$ cat src/rtl/pc_sequencer.sv
// Instruction sequencer: owns the PC and steps each instruction through fetch,
// decode, execute and update, resolving jumps and relative branches from latched flags.
module pc_sequencer #(
  parameter logic [15:0] RESET_PC = 16'h0000,
  parameter int          FLAG_Z   = 6,
  parameter int          FLAG_N   = 7
) (
  input  logic        clk,
  input  logic        rst_n,
  input  logic        run,
  output logic        imem_req,
  output logic [15:0] imem_addr,
  input  logic        imem_ack,
  input  logic [15:0] imem_data,
  output logic [15:0] ir,
  output logic        exec_en,
  input  logic        exec_done,
  input  logic        flags_we,
  input  logic [7:0]  flags_in,
  input  logic [15:0] jtarget,
  output logic [15:0] pc,
  output logic        taken,
  output logic        busy
);

  typedef enum logic [2:0] {
    ST_IDLE,
    ST_FETCH,
    ST_DECODE,
    ST_EXEC,
    ST_WAIT_DONE,
    ST_UPDATE
  } state_t;

  state_t      state_reg, state_next;
  logic [15:0] pc_reg, pc_next;
  logic [15:0] ir_reg;
  logic [7:0]  flags_reg;
  logic        is_jump_reg, is_branch_reg;
  logic        cond_true, redirect;
  logic [15:0] disp_ext;

  // Condition uses the registered flags, so a same-cycle flags_we only affects later decisions.
  always_comb begin
    cond_true = 1'b0;
    case (ir_reg[11:8])
      4'b0000: cond_true = flags_reg[FLAG_Z];
      4'b0001: cond_true = !flags_reg[FLAG_Z];
      4'b0110: cond_true = is_jump_reg ? (flags_reg[FLAG_Z] | flags_reg[FLAG_N])
                                       : flags_reg[FLAG_N];
      4'b0111: cond_true = !flags_reg[FLAG_N];
      4'b1110: cond_true = 1'b1;
      default: cond_true = 1'b0;
    endcase
  end

  assign redirect = (is_jump_reg | is_branch_reg) & cond_true;
  assign disp_ext = {{8{ir_reg[7]}}, ir_reg[7:0]};

  always_comb begin
    state_next = state_reg;
    pc_next    = pc_reg;
    case (state_reg)
      ST_IDLE:      if (run) state_next = ST_FETCH;
      ST_FETCH:     if (imem_ack) state_next = ST_DECODE;
      ST_DECODE:    state_next = ST_EXEC;
      ST_EXEC:      state_next = (is_jump_reg | is_branch_reg) ? ST_UPDATE : ST_WAIT_DONE;
      ST_WAIT_DONE: if (exec_done) state_next = ST_UPDATE;
      ST_UPDATE: begin
        if (redirect && is_jump_reg) pc_next = jtarget;
        else if (redirect)           pc_next = pc_reg + disp_ext;
        else                         pc_next = pc_reg + 16'd1;
        state_next = run ? ST_FETCH : ST_IDLE;
      end
      default:      state_next = ST_IDLE;
    endcase
  end

  always_ff @(posedge clk or negedge rst_n) begin
    if (!rst_n) begin
      state_reg     <= ST_IDLE;
      pc_reg        <= RESET_PC;
      ir_reg        <= 16'h0000;
      flags_reg     <= 8'h00;
      is_jump_reg   <= 1'b0;
      is_branch_reg <= 1'b0;
    end else begin
      state_reg <= state_next;
      pc_reg    <= pc_next;
      if (flags_we) flags_reg <= flags_in;
      if (state_reg == ST_FETCH && imem_ack) ir_reg <= imem_data;
      if (state_reg == ST_DECODE) begin
        is_jump_reg   <= (ir_reg[15:12] == 4'b0100) && (ir_reg[7:4] == 4'b1100);
        is_branch_reg <= (ir_reg[15:12] == 4'b1100);
      end
    end
  end

  // Every output is a function of registered state only.
  assign imem_req  = (state_reg == ST_FETCH);
  assign imem_addr = pc_reg;
  assign ir        = ir_reg;
  assign pc        = pc_reg;
  assign exec_en   = (state_reg == ST_EXEC) && !(is_jump_reg | is_branch_reg);
  assign taken     = (state_reg == ST_UPDATE) && redirect;
  assign busy      = (state_reg != ST_IDLE);

endmodule

$ cat config.mk
export PLATFORM = sky130hd
export DESIGN_NAME = pc_sequencer
export DESIGN_NICKNAME = d
export VERILOG_FILES = /design/src/rtl/pc_sequencer.sv
export SDC_FILE = /design/constraint.sdc
export NUM_CORES = 1
export LEC_CHECK = 0
export CORE_ASPECT_RATIO = 1.5
export CORE_UTILIZATION = 69
export DETAILED_ROUTE_END_ITERATION = 7
export DONT_BUFFER_PORTS = 1
export GPL_TIMING_DRIVEN = 0
export PLACE_DENSITY = 0.85
export SYNTH_ARGS = -nofsm -noshare
export SYNTH_HDL_FRONTEND = slang
export SYNTH_SLANG_ARGS = --single-unit
$ cat constraint.sdc
create_clock -name clk -period 9.7 [get_ports clk]
set_clock_uncertainty 0.15 [all_clocks]
set_input_delay 1.455 -clock clk [delete_from_list [all_inputs] [get_ports clk]]
set_output_delay 1.455 -clock clk [all_outputs]
set_load 0.005 [all_outputs]
**Yosys cells after proc, flatten, opt, wreduce, memory -nomap -nowiden**

Cells that the tools add are included.
Widths: inputs -> output; s select.

- Register bits: 45
- Input port bits: 46
- Word-level logic and storage cells: 48
- Output and inout port bits: 52

- Muxes and demuxes: 10
- Bitwise gates (word level): 3
- Eq/ne operators: 15
- $add $sub $neg: 2
- Reduce and logical (&&, ||, !) cells: 12

Operators with widths:

| kind | count |
|---|---|
| $mux 16 | 2 |
| $pmux 3 s6 | 1 |
| $add 16x1->16 const B | 1 |
| $add 16x16->16 | 1 |
| $eq 4x3->1 const B | 3 |
| $eq 4x4->1 const B | 3 |
| $mux 3 | 3 |
| $eq 3x2->1 const B | 2 |
| $eq 3x3->1 const B | 2 |
| $logic_and 1x1->1 | 5 |
| $pmux 1 s5 | 1 |
| $eq 4x1->1 const B | 1 |
| $logic_not 4->1 | 1 |
| $ne 2x2->1 const B | 2 |
| $eq 3x1->1 const B | 1 |
| $logic_not 1->1 | 3 |
| $logic_not 3->1 | 1 |
| $mux 1 | 3 |
| $reduce_and 3->1 | 1 |
| $reduce_bool 3->1 | 1 |
| $ne 2x1->1 const B | 1 |
| $or 1x1->1 | 2 |
| $and 1x1->1 | 1 |

**Logic depth before layout (Yosys ltp)**

- Word-level depth: 6
- Gate-level depth with buffers: 12
- Mapped depth without buffers: 12

**Worst setup path after synthesis**

No wires, ideal clock.

- Path kind: register to register
- Start point: reg ir_reg[9], in the netlist ir[9]
- End point: reg pc_reg[10], in the netlist imem_addr[10]
- Required time: 9.471 ns
- Stages on the path, launching flop included: 13
- Setup slack: 6.230 ns
- Data arrival time: 3.241 ns
- Path buffers: 0
- Period minus slack after synthesis: 3.470 ns
- Setup time: 0.079 ns
- Path through: dfrtp_1 -> or3_1 -> nor2_1 -> nor2_1 -> or3_1 -> ha_1 -> fa_1 -> a211oi_2 -> o21ai_1 -> a2111oi_0 -> mux2i_1 -> a21oi_1 -> a2bb2oi_1

- Longest elaborated chain between the ends: 5
- Elaborated cells between the ends (all ways): 10
- Classes of those cells: eq/ne (4); mux (3); bitwise (1); reduce/logical (2)

Ends and longest elaborated chain:

| what | RTL line | text |
|---|---|---|
| start, declared | 37 | `logic [15:0] ir_reg;` |
| start signal, assigned | 91 | `if (state_reg == ST_FETCH && imem_ack) ir_reg <= imem_data;` |
| $eq 4x4->1 (tied with other cells) | 46 | `case (ir_reg[11:8])` |
| $pmux 1 s5 (*) | 46 |  |
| $and 1x1->1 (*) | 57 | `assign redirect = (is_jump_reg \| is_branch_reg) & cond_true;` |
| $mux 16 / $logic_and 1x1->1 (equally long branches) | 71, 70 |  |
| $mux 16 (*) | 70 | `if (redirect && is_jump_reg) pc_next = jtarget;` |
| end signal, assigned | 89 | `pc_reg <= pc_next;` |
| end, declared | 36 | `logic [15:0] pc_reg, pc_next;` |

Mark *: on every way between the ends. The rest lies on a longest branch, timed or not.
A chain may end at the register's enable or synchronous reset.

**Final worst setup path**

Ends and elaborated chain as after synthesis.

==> impl.org <==
** Outcome
- Status :: finished, final reports clean

** Global routing
- Entering global routing, the biggest net connects 40 pins.
- Via count of the first global-routing pass :: 2118
- Global routing used between 20% and 30% of the available tracks across all layers.
- The first global-routing pass estimated 9070 µm of wire.
- Final global-route overflow total :: 0
- The initial antenna violation count is 0.

** Die
- The initialized floorplan defines 27 standard-cell rows.
- The core region is about 3700 µm².
- During I/O placement, the number of pins put on the boundary was 98.
- The die is ~53 µm wide.
- From bottom edge to top edge, the die measures 78.2 µm.
- Starting density of the core :: 72.5%
- Die area :: ~4100 µm²

** Synthesis
- Counting distinct cell types in the post-synthesis netlist gives 56.
- In this run, synthesis produced a sequential element count of 39.
- Dominant cells by area after synthesis :: dfrtp_1 (37%), mux2_2 (7.6%), buf_4 (4.8%)
- The number of nets in the synthesized netlist is 337.
- Mapped cell area :: 2670 µm²
- Of the post-synthesis cell area, the dominant cell type holds 36.6%.
- Yosys mapped a number of flops with a built-in enable equal to 0.
- Adder-cell share of the synthesized area :: 4.03%
- Average cell area after synthesis :: 9.43 µm²
- Share of synthesized flip-flops with an asynchronous set or reset :: 100%
- Sorting the synthesized cells by how often they occur yields dfrtp_1 (39), nand2_1 (29), a21oi_1 (20).
- Synth Area in XOR/XNOR :: about 1.6%
- Yosys warning count :: 0
- Largest family of logic cells by synthesized area :: simple AND/OR/NAND/NOR gates
- Main synth FF type :: dfrtp_1
- Biggest area consumer among synthesized cells :: dfrtp_1
- Cell with the most instances after synthesis :: dfrtp_1
- The portion of synthesized area spent on multiplexers is about a tenth.
- Register area share after synthesis :: 36.6%
- Area share of and/or/nand/nor cells after synthesis :: around a fifth
- After technology mapping, the gate count stands at approximately 280.
- Summing the areas of all compound-gate instances in the mapped netlist gives 19.5% of the synthesized area.

** Critical path
- The largest single stage delay on the critical path is 0.45 ns.
- Critical-path top delay cell :: fa_1
- In this run the worst setup path begins at ir[9].
- In this run the worst path has a maximum fanout of 5.
- The worst setup path is captured at a flip-flop.
- Crit path max-delay family :: compound AO/OA/AOI/OAI gates
- Worst EP required :: 9.77 ns
- Startpoint kind of the worst setup timing path :: flip-flop
- Worst flop-to-flop path startpoint :: ir[9]
- Together, buffers and inverters on the worst path number 0.
- Category of the critical setup timing path :: flip-flop to flip-flop
- The signal on the critical path passes through or3_1 -> nor2_1 -> nor2_1 -> or3_1 -> ha_1 -> fa_1 -> a211oi_2 -> o21ai_1 -> a2111oi_0 -> mux2i_1 -> a21oi_1 -> a2bb2oi_1.
- For the worst setup path, the data arrival time is 3.91 ns.

** Clocking
- Clock insertion delay at the later pin of the skew report :: 0.30 ns
- Deepest clock path buffer count :: 2
- TritonCTS built the clock tree.
- Number of clock sinks seen by CTS :: 39
- After clock tree synthesis, the clock-pin slew on the worst setup and hold paths is 0.08 ns.
- In this run, post-CTS repair resized a total of 0 instances.
- Master cell of the clock root buffer :: clkbuf_8
- Hold_buf cts :: 0
- # H-tree levels :: 2
- TritonCTS created 5 clock buffers.
- Post-CTS setup buffer count :: 0

** Hold path
- Worst min-delay path class :: flip-flop to flip-flop
- Hold path startpoint :: is_branch_reg

** Final layout
- Register area :: about 980 µm²
- In the final layout, the share of cells above drive strength 1 is 22.0%.
- The area growth from synthesis to layout is 5.20%.
- The count of cells in the finished layout, fillers not included, comes to 334.
- After filler insertion, the fill cell instance count of the layout stands at 287.
- Multi-input gate area :: ~1500 µm²
- Final core occ :: 76.3%
- Number of nets at the end of the flow :: 344
- # diodes :: 0
- With fillers left out, the area of the finished cells amounts to 2810 µm².

** Timing
- Final hold vios :: 0
- Setup repair after global routing left no endpoint under its margin.
- For the pin with the worst max-slew slack, the measured transition is ~0.55 ns.
- Setup violations remaining at the end of the flow were counted as 0.
- Aggregate negative setup slack :: 0 ns
- The final critical path takes up between 30% and 40% of the cycle.
- Measured against its own limit, the worst slew margin works out to 63.5%.
- The number of pins exceeding their max-slew limit in the final report was 0.
- Max Fclk :: 0.261 GHz
- Final critical-path required period :: 3.83 ns

** Drt
- Number of detailed-routing iterations run before antenna repair :: 4
- After detailed routing, the met2 layer carries between 3000 and 4000 µm of wire.
- Average wire per standard cell :: 17.3 µm
- Length of routed wiring on met1 :: 2200 µm
- Final wirelength :: ~5800 µm
- The routed layout has between 2000 and 2500 vias.
- Detailed Route Iter0 Violations :: 38
- Via density :: about 6.6
- Drt drc :: 0
- In this run the remaining antenna-violating nets after routing total 0.
- Detailed route wirelength on metal3 :: 397 µm
- Signal routing reaches up to met4.

** Placement
- During placement, the flow inserted port buffers numbering 0.
- After detailed placement, the design holds a cell count of 326.
- The congestion estimate from routability-driven global placement came to 0.915.
- The placed instances occupy a cell area of 2720 µm².
- HPWL after DPL :: 4400 µm

** Power and ir drop
- Across the VDD grid, the largest voltage drop is 235 µV.
- Of the total power, combinational logic draws 44.3%.
- Per report_power, the clock group accounts for ~15% of the total.
- In this run switching power makes up 41.3% of total power.
- Leak :: 1.17 nW
- Relative contribution of sequential cells to total power :: 41.0%
- Cell Int Power :: around 0.43 mW
- Reported net switching power :: 0.301 mW
- The design draws 0.730 mW.
- Areal power density over the cells :: 260 nW/µm²

** Job
- Max-cap violations in this run came to 0.
layer usage:
layer / track usage [%] / up-vias
met5: 0 / -
met3: 8.14 / 9
li1: - / 1041
met1: 30.7 / 1075
met2: 54.1 / 82
met4: 11.8 / 0
power by group through the flow:
stage               Clock, mW  Combinational (mW)  Sequential [mW]
finish                  0.107               0.323            0.299
global route            0.115               0.360            0.309
CTS                     0.109               0.324            0.300
detailed placement          0               0.322            0.303
global placement            0               0.311            0.300
floorplan                   0               0.274            0.283
cell families after synthesis:
logic type / Yosys count
AND/OR/NAND/NOR: 99
adder cells (fa/ha/maj): 8
buffers and inverters: 31
multiplexers: 26
XOR/XNOR: 5
flip-flops: 39
AO/OA/AOI/OAI: 75
per-stage QoR:
step                      hold WS, ns  worst slack [ns]
after global routing            0.423              5.65
after global placement          0.380              5.94
final                           0.402              5.87
after detailed placement        0.382              5.91
after floorplan                 0.346              6.23
after CTS                       0.404              5.89
final timing paths:
check,end,slack (ns),cells past startpoint
worst min-delay path,is_branch_reg,0.40,1
min in group asynchronous,imem_addr[14],0.70,0
worst min register to register,is_branch_reg,0.40,1
worst max-delay path,imem_addr[10],5.87,12
worst max register to register,imem_addr[10],5.87,12
max in group asynchronous,state_reg[0],8.62,0
area by class of cell:
type	instances	share of cell area, %
Buffer	29	6.95
Clock buffer	6	2.58
Clock inverter	2	0.445
Inverter	2	0.267
Multi-Input combinational cell	213	53.1
Sequential cell	39	34.7
Tap cell	43	1.92
placed cells by master (no fill, tap or decap), types with 2 or more instances in the layout:
cell	synthesis	layout
a2bb2oi_1	6	6
nor3_1	12	12
o21ai_0	11	11
o21ai_2	3	3
and4_1	2	2
buf_2	4	4
mux2_2	18	18
a31oi_1	3	3
or3_1	4	4
a21oi_1	20	20
buf_4	17	17
o21bai_1	3	3
mux2i_1	8	8
o22ai_1	5	5
inv_1	2	2
a211oi_1	4	4
clkbuf_1	6	7
ha_1	7	7
nor4_1	2	2
nand4_1	2	2
and2_1	7	7
nand3_1	5	5
xnor2_1	5	5
and3_1	5	5
a21o_1	3	3
clkbuf_8	1	6
o21a_1	3	3
dfrtp_1	39	39
nor2_1	19	19
nand2_1	29	29
o21ai_1	3	3
No activity file was read; power rests on OpenSTA's default activity.
